===== src/rtl/sprite_arb_pkg.sv =====
// Shared defaults, state encoding and width helper for the sprite ROM arbiter.
// Latency: n/a (declarations only).
// Backpressure: n/a.
package sprite_arb_pkg;

   localparam int DEF_N_REQ  = 4;
   localparam int DEF_ADDR_W = 10;
   localparam int DEF_DATA_W = 3;
   localparam int DEF_LEN_W  = 6;

   // Index width for a requester count; a single requester still gets one bit.
   function automatic int id_width(input int n);
      return (n > 1) ? $clog2(n) : 1;
   endfunction

   localparam int DEF_ID_W = id_width(DEF_N_REQ);

   typedef enum logic [0:0] {
      ST_IDLE  = 1'b0,
      ST_BURST = 1'b1
   } arb_state_t;

endpackage


===== src/rtl/sprite_arb_pick.sv =====
// Winner select: first asserted req found scanning upward from ptr, wrapping.
// Latency: purely combinational.
// Backpressure: none; a pointer of zero gives plain lowest-index priority.
module sprite_arb_pick
   import sprite_arb_pkg::*;
#(
   parameter int N_REQ = DEF_N_REQ,
   parameter int ID_W  = id_width(N_REQ)
)(
   input  logic [N_REQ-1:0] req,
   input  logic [ID_W-1:0]  ptr,
   output logic             any,
   output logic [N_REQ-1:0] onehot,
   output logic [ID_W-1:0]  idx
);

   logic [ID_W-1:0] cand;

   // Rotating scan: the first candidate at or after ptr that is requesting wins.
   always_comb begin
      any    = 1'b0;
      onehot = '0;
      idx    = '0;
      cand   = '0;
      for (int i = 0; i < N_REQ; i++) begin
         cand = ID_W'((int'(ptr) + i) % N_REQ);
         if (!any && req[cand]) begin
            any         = 1'b1;
            onehot[cand] = 1'b1;
            idx         = cand;
         end
      end
   end

endmodule


===== src/rtl/sprite_rom_arbiter.sv =====
// Burst arbiter sharing one synchronous sprite ROM between sprite engines (RR order if SPRITE_ARB_RR_EN).
// Latency: gnt and first address one cycle after selection; each word returns one cycle after its address.
// Backpressure: none; losers keep req high and are picked at the winner's final issue cycle.
module sprite_rom_arbiter
   import sprite_arb_pkg::*;
#(
   parameter int N_REQ  = DEF_N_REQ,
   parameter int ADDR_W = DEF_ADDR_W,
   parameter int DATA_W = DEF_DATA_W,
   parameter int LEN_W  = DEF_LEN_W,
   parameter int ID_W   = id_width(N_REQ)
)(
   input  logic                    vga_clk,
   input  logic                    rst,
   input  logic [N_REQ-1:0]        req,
   input  logic [N_REQ*ADDR_W-1:0] req_addr,
   input  logic [N_REQ*LEN_W-1:0]  req_len,
   output logic [N_REQ-1:0]        gnt,
   output logic                    busy,
   output logic [ADDR_W-1:0]       rom_address,
   input  logic [DATA_W-1:0]       rom_q,
   output logic                    rd_valid,
   output logic [ID_W-1:0]         rd_id,
   output logic [DATA_W-1:0]       rd_data,
   output logic                    rd_last
);

   arb_state_t        state_q, state_d;
   logic [ADDR_W-1:0] addr_q;
   logic [LEN_W-1:0]  cnt_q;
   logic [ID_W-1:0]   owner_q;
   logic [N_REQ-1:0]  gnt_q;
   logic              rd_valid_q;
   logic [ID_W-1:0]   rd_id_q;
   logic              rd_last_q;

   logic              pick_any;
   logic [N_REQ-1:0]  pick_onehot;
   logic [ID_W-1:0]   pick_idx;
   logic [ID_W-1:0]   pick_ptr;
   logic              last_issue;
   logic              sel_en;
   logic [LEN_W-1:0]  sel_len;
   logic [LEN_W-1:0]  load_len;

   logic [ADDR_W-1:0] addr_arr [N_REQ];
   logic [LEN_W-1:0]  len_arr  [N_REQ];

   for (genvar g = 0; g < N_REQ; g++) begin : g_slice
      assign addr_arr[g] = req_addr[g*ADDR_W +: ADDR_W];
      assign len_arr[g]  = req_len[g*LEN_W +: LEN_W];
   end

   sprite_arb_pick #(
      .N_REQ (N_REQ),
      .ID_W  (ID_W)
   ) u_pick (
      .req    (req),
      .ptr    (pick_ptr),
      .any    (pick_any),
      .onehot (pick_onehot),
      .idx    (pick_idx)
   );

`ifdef SPRITE_ARB_RR_EN
   logic [ID_W-1:0] ptr_q;

   // Search for the next winner starts just past the most recent grant.
   always_ff @(posedge vga_clk or posedge rst) begin
      if (rst) begin
         ptr_q <= '0;
      end else if (sel_en) begin
         ptr_q <= (pick_idx == ID_W'(N_REQ - 1)) ? '0 : pick_idx + ID_W'(1);
      end
   end

   assign pick_ptr = ptr_q;
`else
   assign pick_ptr = '0;
`endif

   // A zero length still fetches one word.
   assign sel_len    = len_arr[pick_idx];
   assign load_len   = (sel_len == '0) ? LEN_W'(1) : sel_len;
   assign last_issue = (state_q == ST_BURST) && (cnt_q == LEN_W'(1));
   assign sel_en     = ((state_q == ST_IDLE) || last_issue) && pick_any;

   // State register.
   always_ff @(posedge vga_clk or posedge rst) begin
      if (rst) begin
         state_q <= ST_IDLE;
      end else begin
         state_q <= state_d;
      end
   end

   // Next state: chain straight into another burst when someone is waiting.
   always_comb begin
      state_d = state_q;
      case (state_q)
         ST_IDLE: begin
            if (pick_any) state_d = ST_BURST;
         end
         ST_BURST: begin
            if (last_issue) state_d = pick_any ? ST_BURST : ST_IDLE;
         end
         default: state_d = ST_IDLE;
      endcase
   end

   // State-decoded outputs.
   always_comb begin
      busy = (state_q == ST_BURST);
   end

   // Burst datapath: latch the winner's request, then walk the address down the count.
   always_ff @(posedge vga_clk or posedge rst) begin
      if (rst) begin
         addr_q  <= '0;
         cnt_q   <= '0;
         owner_q <= '0;
         gnt_q   <= '0;
      end else if (sel_en) begin
         addr_q  <= addr_arr[pick_idx];
         cnt_q   <= load_len;
         owner_q <= pick_idx;
         gnt_q   <= pick_onehot;
      end else begin
         gnt_q <= '0;
         if ((state_q == ST_BURST) && !last_issue) begin
            addr_q <= addr_q + ADDR_W'(1);
            cnt_q  <= cnt_q - LEN_W'(1);
         end
      end
   end

   // Return tags line up with rom_q, which lags the issued address by one cycle.
   always_ff @(posedge vga_clk or posedge rst) begin
      if (rst) begin
         rd_valid_q <= 1'b0;
         rd_id_q    <= '0;
         rd_last_q  <= 1'b0;
      end else begin
         rd_valid_q <= (state_q == ST_BURST);
         rd_id_q    <= owner_q;
         rd_last_q  <= last_issue;
      end
   end

   assign gnt         = gnt_q;
   assign rom_address = addr_q;
   assign rd_valid    = rd_valid_q;
   assign rd_id       = rd_id_q;
   assign rd_last     = rd_last_q;
   assign rd_data     = rom_q;

endmodule


===== config.mk =====
export PLATFORM = sky130hd
export DESIGN_NAME = sprite_rom_arbiter
export DESIGN_NICKNAME = d
export VERILOG_FILES = /design/src/rtl/sprite_arb_pkg.sv /design/src/rtl/sprite_arb_pick.sv /design/src/rtl/sprite_rom_arbiter.sv
export SDC_FILE = /design/constraint.sdc
export NUM_CORES = 1
export LEC_CHECK = 0
export CELL_PAD_IN_SITES_DETAIL_PLACEMENT = 0
export CELL_PAD_IN_SITES_GLOBAL_PLACEMENT = 2
export CORE_MARGIN = 1
export CORE_UTILIZATION = 22
export CTS_BUF_LIST = sky130_fd_sc_hd__clkbuf_2
export CTS_CLUSTER_DIAMETER = 50
export DETAILED_ROUTE_END_ITERATION = 8
export PLACE_DENSITY_LB_ADDON = 0.1
export SYNTH_ARGS = -nofsm -noshare
export SYNTH_HDL_FRONTEND = slang
export SYNTH_SLANG_ARGS = --single-unit

===== constraint.sdc =====
create_clock -name vga_clk -period 2.35 [get_ports vga_clk]
set_input_delay 0.3525 -clock vga_clk [delete_from_list [all_inputs] [get_ports vga_clk]]
set_output_delay 0.3525 -clock vga_clk [all_outputs]
set_load 0.02 [all_outputs]

==> reports/qor.tcl <==
set qor(worst_r2r_startpoint) {cnt_q[3]}
set qor(rows) 33
set qor(design.die.area_mm2) 0.00888
set qor(core-area_mm2) 0.00822
set qor(cts_hold_buf) 0
set qor(path_clk_slew_ps) 310
set qor(synth_enable_flop_cells) 0
set qor(drt_pre_antenna_iters) 4
set qor(layout_cells_sized_above_1_pct) 14.1
set qor(outcome) {finished clean}
set qor(detailedRoute.firstIterationViolations) 86
set qor(crit_family) {simple AND/OR/NAND/NOR gates}
set qor(worst_path_max_delay_cell) {sky130_fd_sc_hd__mux4_2}
set qor(cts_setup_buffers) 0
set qor(static-leakage-power_nw) 1.28
set qor(place.gp.congestion) 0.795
set qor(design.portCount) 95
set qor(detail-route-antenna-nets) 0
set qor(max_cap_viols) 0
set qor(fill_cells) 835
set qor(cellPowerDensity_mw_per_mm2) 673
set qor(antenna_cells_inserted) 0
set qor(finalHoldViolations) 0
set qor(die-height_um) 94.2
set qor(sequential_fraction_of_the_synthesis_area_pct) 36.1
set qor(min_period_over_period_pct) 87.8
set qor(dp_hpwl_um) 5520
set qor(critical_path_peak_fanout) 4
set qor(slowest_stage_delay_on_critical_path_ps) 550
set qor(wire_length_of_the_first_global_routing_pass_um) 10900
set qor(critical_path.cell_chain) {clkdlybuf4s50_1 -> nand2b_1 -> a21o_1 -> mux4_2 -> or4b_1 -> a31oi_1}
set qor(holdWs_ps) 255
set qor(final_util_pct) 37.0
set qor(track_usage_pct) 16.3
set qor(syn-instance-count) 219
set qor(maxSlewHeadroom_pct) 69.9
set qor(path_class_of_the_lowest_slack_min_delay_path) {in2async}
set qor(finalSetupViolations) 0
set qor(synth_fp_nets) 295
set qor(synth_async_sr_flop_share_pct) 100
set qor(clock-sinks) 27
set qor(worstPathRequired_ps) 2710
set qor(initial_antenna_violation_count) 0
set qor(tritoncts.num_buffers) 3
set qor(synth.yosys.warnings) 0
set qor(cts-resized-gates) 0
set qor(start_util_pct) 22.8
set qor(num-nets-final) 403
set qor(detail_route.vias_per_cell) 4.63
set qor(global_route.overflow_total) 0
set qor(first_global_vias) 2000
set qor(insertion_delay_ps) 400
set qor(worstMarginPinSlew_ps) 447
set qor(finalWirelength_um) 6810
set qor(fmaxAchievable_ghz) 0.485
set qor(clk_root_buffer_cell) {sky130_fd_sc_hd__clkbuf_2}
set qor(die_w_um) 94.2
set qor(grt_max_degree) 28
set qor(port_buffers) 88
set qor(drc_errors) 0
set qor(timing_max_transition_violations_final) 0
set qor(synth.avg_cell_area_um2) 8.54
set qor(h-tree-depth) 1
set qor(peakVddDrop_v) 0.000298
set qor(cts_buffer_depth) 2
set qor(rsz_0062_raised_after_global_routing) {false}
set qor(area_growth_syn_to_layout_pct) 62.5
set qor(worst_setup_path_startpoint) {req[2]}
set qor(cts_tree) {built}
set qor(period_minus_slack_ps) 2060
set qor(syn_area_mm2) 0.00187
set qor(dr_total_vias) 1996
set qor(worst_ep_arrival_time_ps) 2420
set qor(skew_ps) 30.8
set qor(type_of_the_worst_setup_path) {in2reg}
set qor(totalNegativeSetupSlack_ps) 0
set qor(drt-wirelength-per-cell_um) 15.8
set qor(worstPathBufferInverterCount) 1
set qor(synth_cell_type_count) 48
set qor(yosys_register_bits) 27
set qor(setup.worst_path.end_class) {register}
set qor(ys.flop_type) {sky130_fd_sc_hd__dfrtp_1}
set qor(startpoint_type) {input pin}
[final timing paths]
kind / slack, ps / cells past startpoint / endpoint
setup / recovery: 290 / 6 / cnt_q[0]
max in group asynchronous: 1780 / 3 / gnt[0]
min in group vga_clk: 420 / 0 / rd_id[0]
hold / removal: 260 / 3 / rd_id[1]
setup reg to reg: 400 / 5 / rom_address[4]
hold reg to reg: 420 / 0 / rd_id[0]
[cell families after synthesis]
family / synth area share [%]
buffers and inverters: 5.62
multiplexers: 8.76
adder cells (fa/ha/maj): 2.01
XOR/XNOR: 0.468
AO/OA/AOI/OAI: 23.9
flip-flops: 36.1
AND/OR/NAND/NOR: 23.1
[routing by layer]
layer	up-vias	global-route usage, %	routed length (um)
met2	57	24.9	3050
li1	1022	-	-
met3	2	3.07	367
met4	0	3.97	37
met1	915	23.4	3350
met5	-	0	0
[cell type report]
class                           instances  area, um^2  area share, %
Clock buffer                            3        15.0          0.494
Clock inverter                          1        7.51          0.247
Inverter                                8        30.0          0.988
Multi-Input combinational cell        171        1090           35.8
Sequential cell                        27         676           22.2
Tap cell                              105         131           4.32
Timing Repair Buffer                  116        1090           35.9
[worst min-delay path, cell delays in order]
cell and delay [ps]:
sky130_fd_sc_hd__clkdlybuf4s50_1 390, sky130_fd_sc_hd__inv_1 50, sky130_fd_sc_hd__buf_4 340
[registers in the layout, summed over array words and instances (netlist names)]
register     cells
rd_valid         1
rd_last          1
rd_id            2
rom_address     10
cnt_q            6
busy             1
owner_q          2
gnt              4
[power breakdown]
part	internal (W)	switching [W]
Clock	0.0000393	0.000161
Sequential	0.000634	0.000182
Combinational	0.000544	0.000486
Total	0.00122	0.000829
[cell usage in the layout (no fill, tap or decap), drive strengths merged, types with 5 or more instances in the layout]
master	synthesis	final
nand2	26	26
o22ai	6	6
inv	8	8
nand2b	8	8
o21ai	9	9
clkdlybuf4s50	0	88
mux4	5	5
nor3	5	5
a21oi	18	18
nor2	29	29
dfrtp	27	27
buf	5	28
[synth_stat cells (3+ instances only)]
cell type,instances,share of area [%]
sky130_fd_sc_hd__a211oi_1,4,1.6
sky130_fd_sc_hd__inv_1,6,1.2
sky130_fd_sc_hd__clkbuf_1,8,1.6
sky130_fd_sc_hd__nand4_1,4,1.3
sky130_fd_sc_hd__o22ai_1,6,2.0
sky130_fd_sc_hd__a311oi_1,3,1.4
sky130_fd_sc_hd__a21oi_1,18,4.8
sky130_fd_sc_hd__o21ai_0,9,2.4
sky130_fd_sc_hd__ha_1,3,2.0
sky130_fd_sc_hd__nand2_1,25,5.0
sky130_fd_sc_hd__o221ai_1,3,1.4
sky130_fd_sc_hd__nor2_1,29,5.8
sky130_fd_sc_hd__buf_4,3,1.2
sky130_fd_sc_hd__a22oi_1,4,1.6
sky130_fd_sc_hd__nand3_1,4,1.1
sky130_fd_sc_hd__nor3_1,5,1.3
sky130_fd_sc_hd__mux4_2,5,6.0
sky130_fd_sc_hd__nand2b_1,8,2.7
sky130_fd_sc_hd__mux2i_1,4,2.1
sky130_fd_sc_hd__and3_1,4,1.3
sky130_fd_sc_hd__dfrtp_1,27,36
[per-stage QoR]
step | cells | worst slack, ps | area (um^2) | power [W]
floorplan | 219 | 270 | 1870 | 0.00137
detailed placement | 427 | -148 | 3020 | 0.00186
global route | 431 | 232 | 3040 | 0.00222
finish | 431 | 287 | 3040 | 0.00205
CTS | 431 | 323 | 3040 | 0.00207
global placement | 427 | -142 | 3020 | 0.00186
No activity file was read; power rests on OpenSTA's default activity.
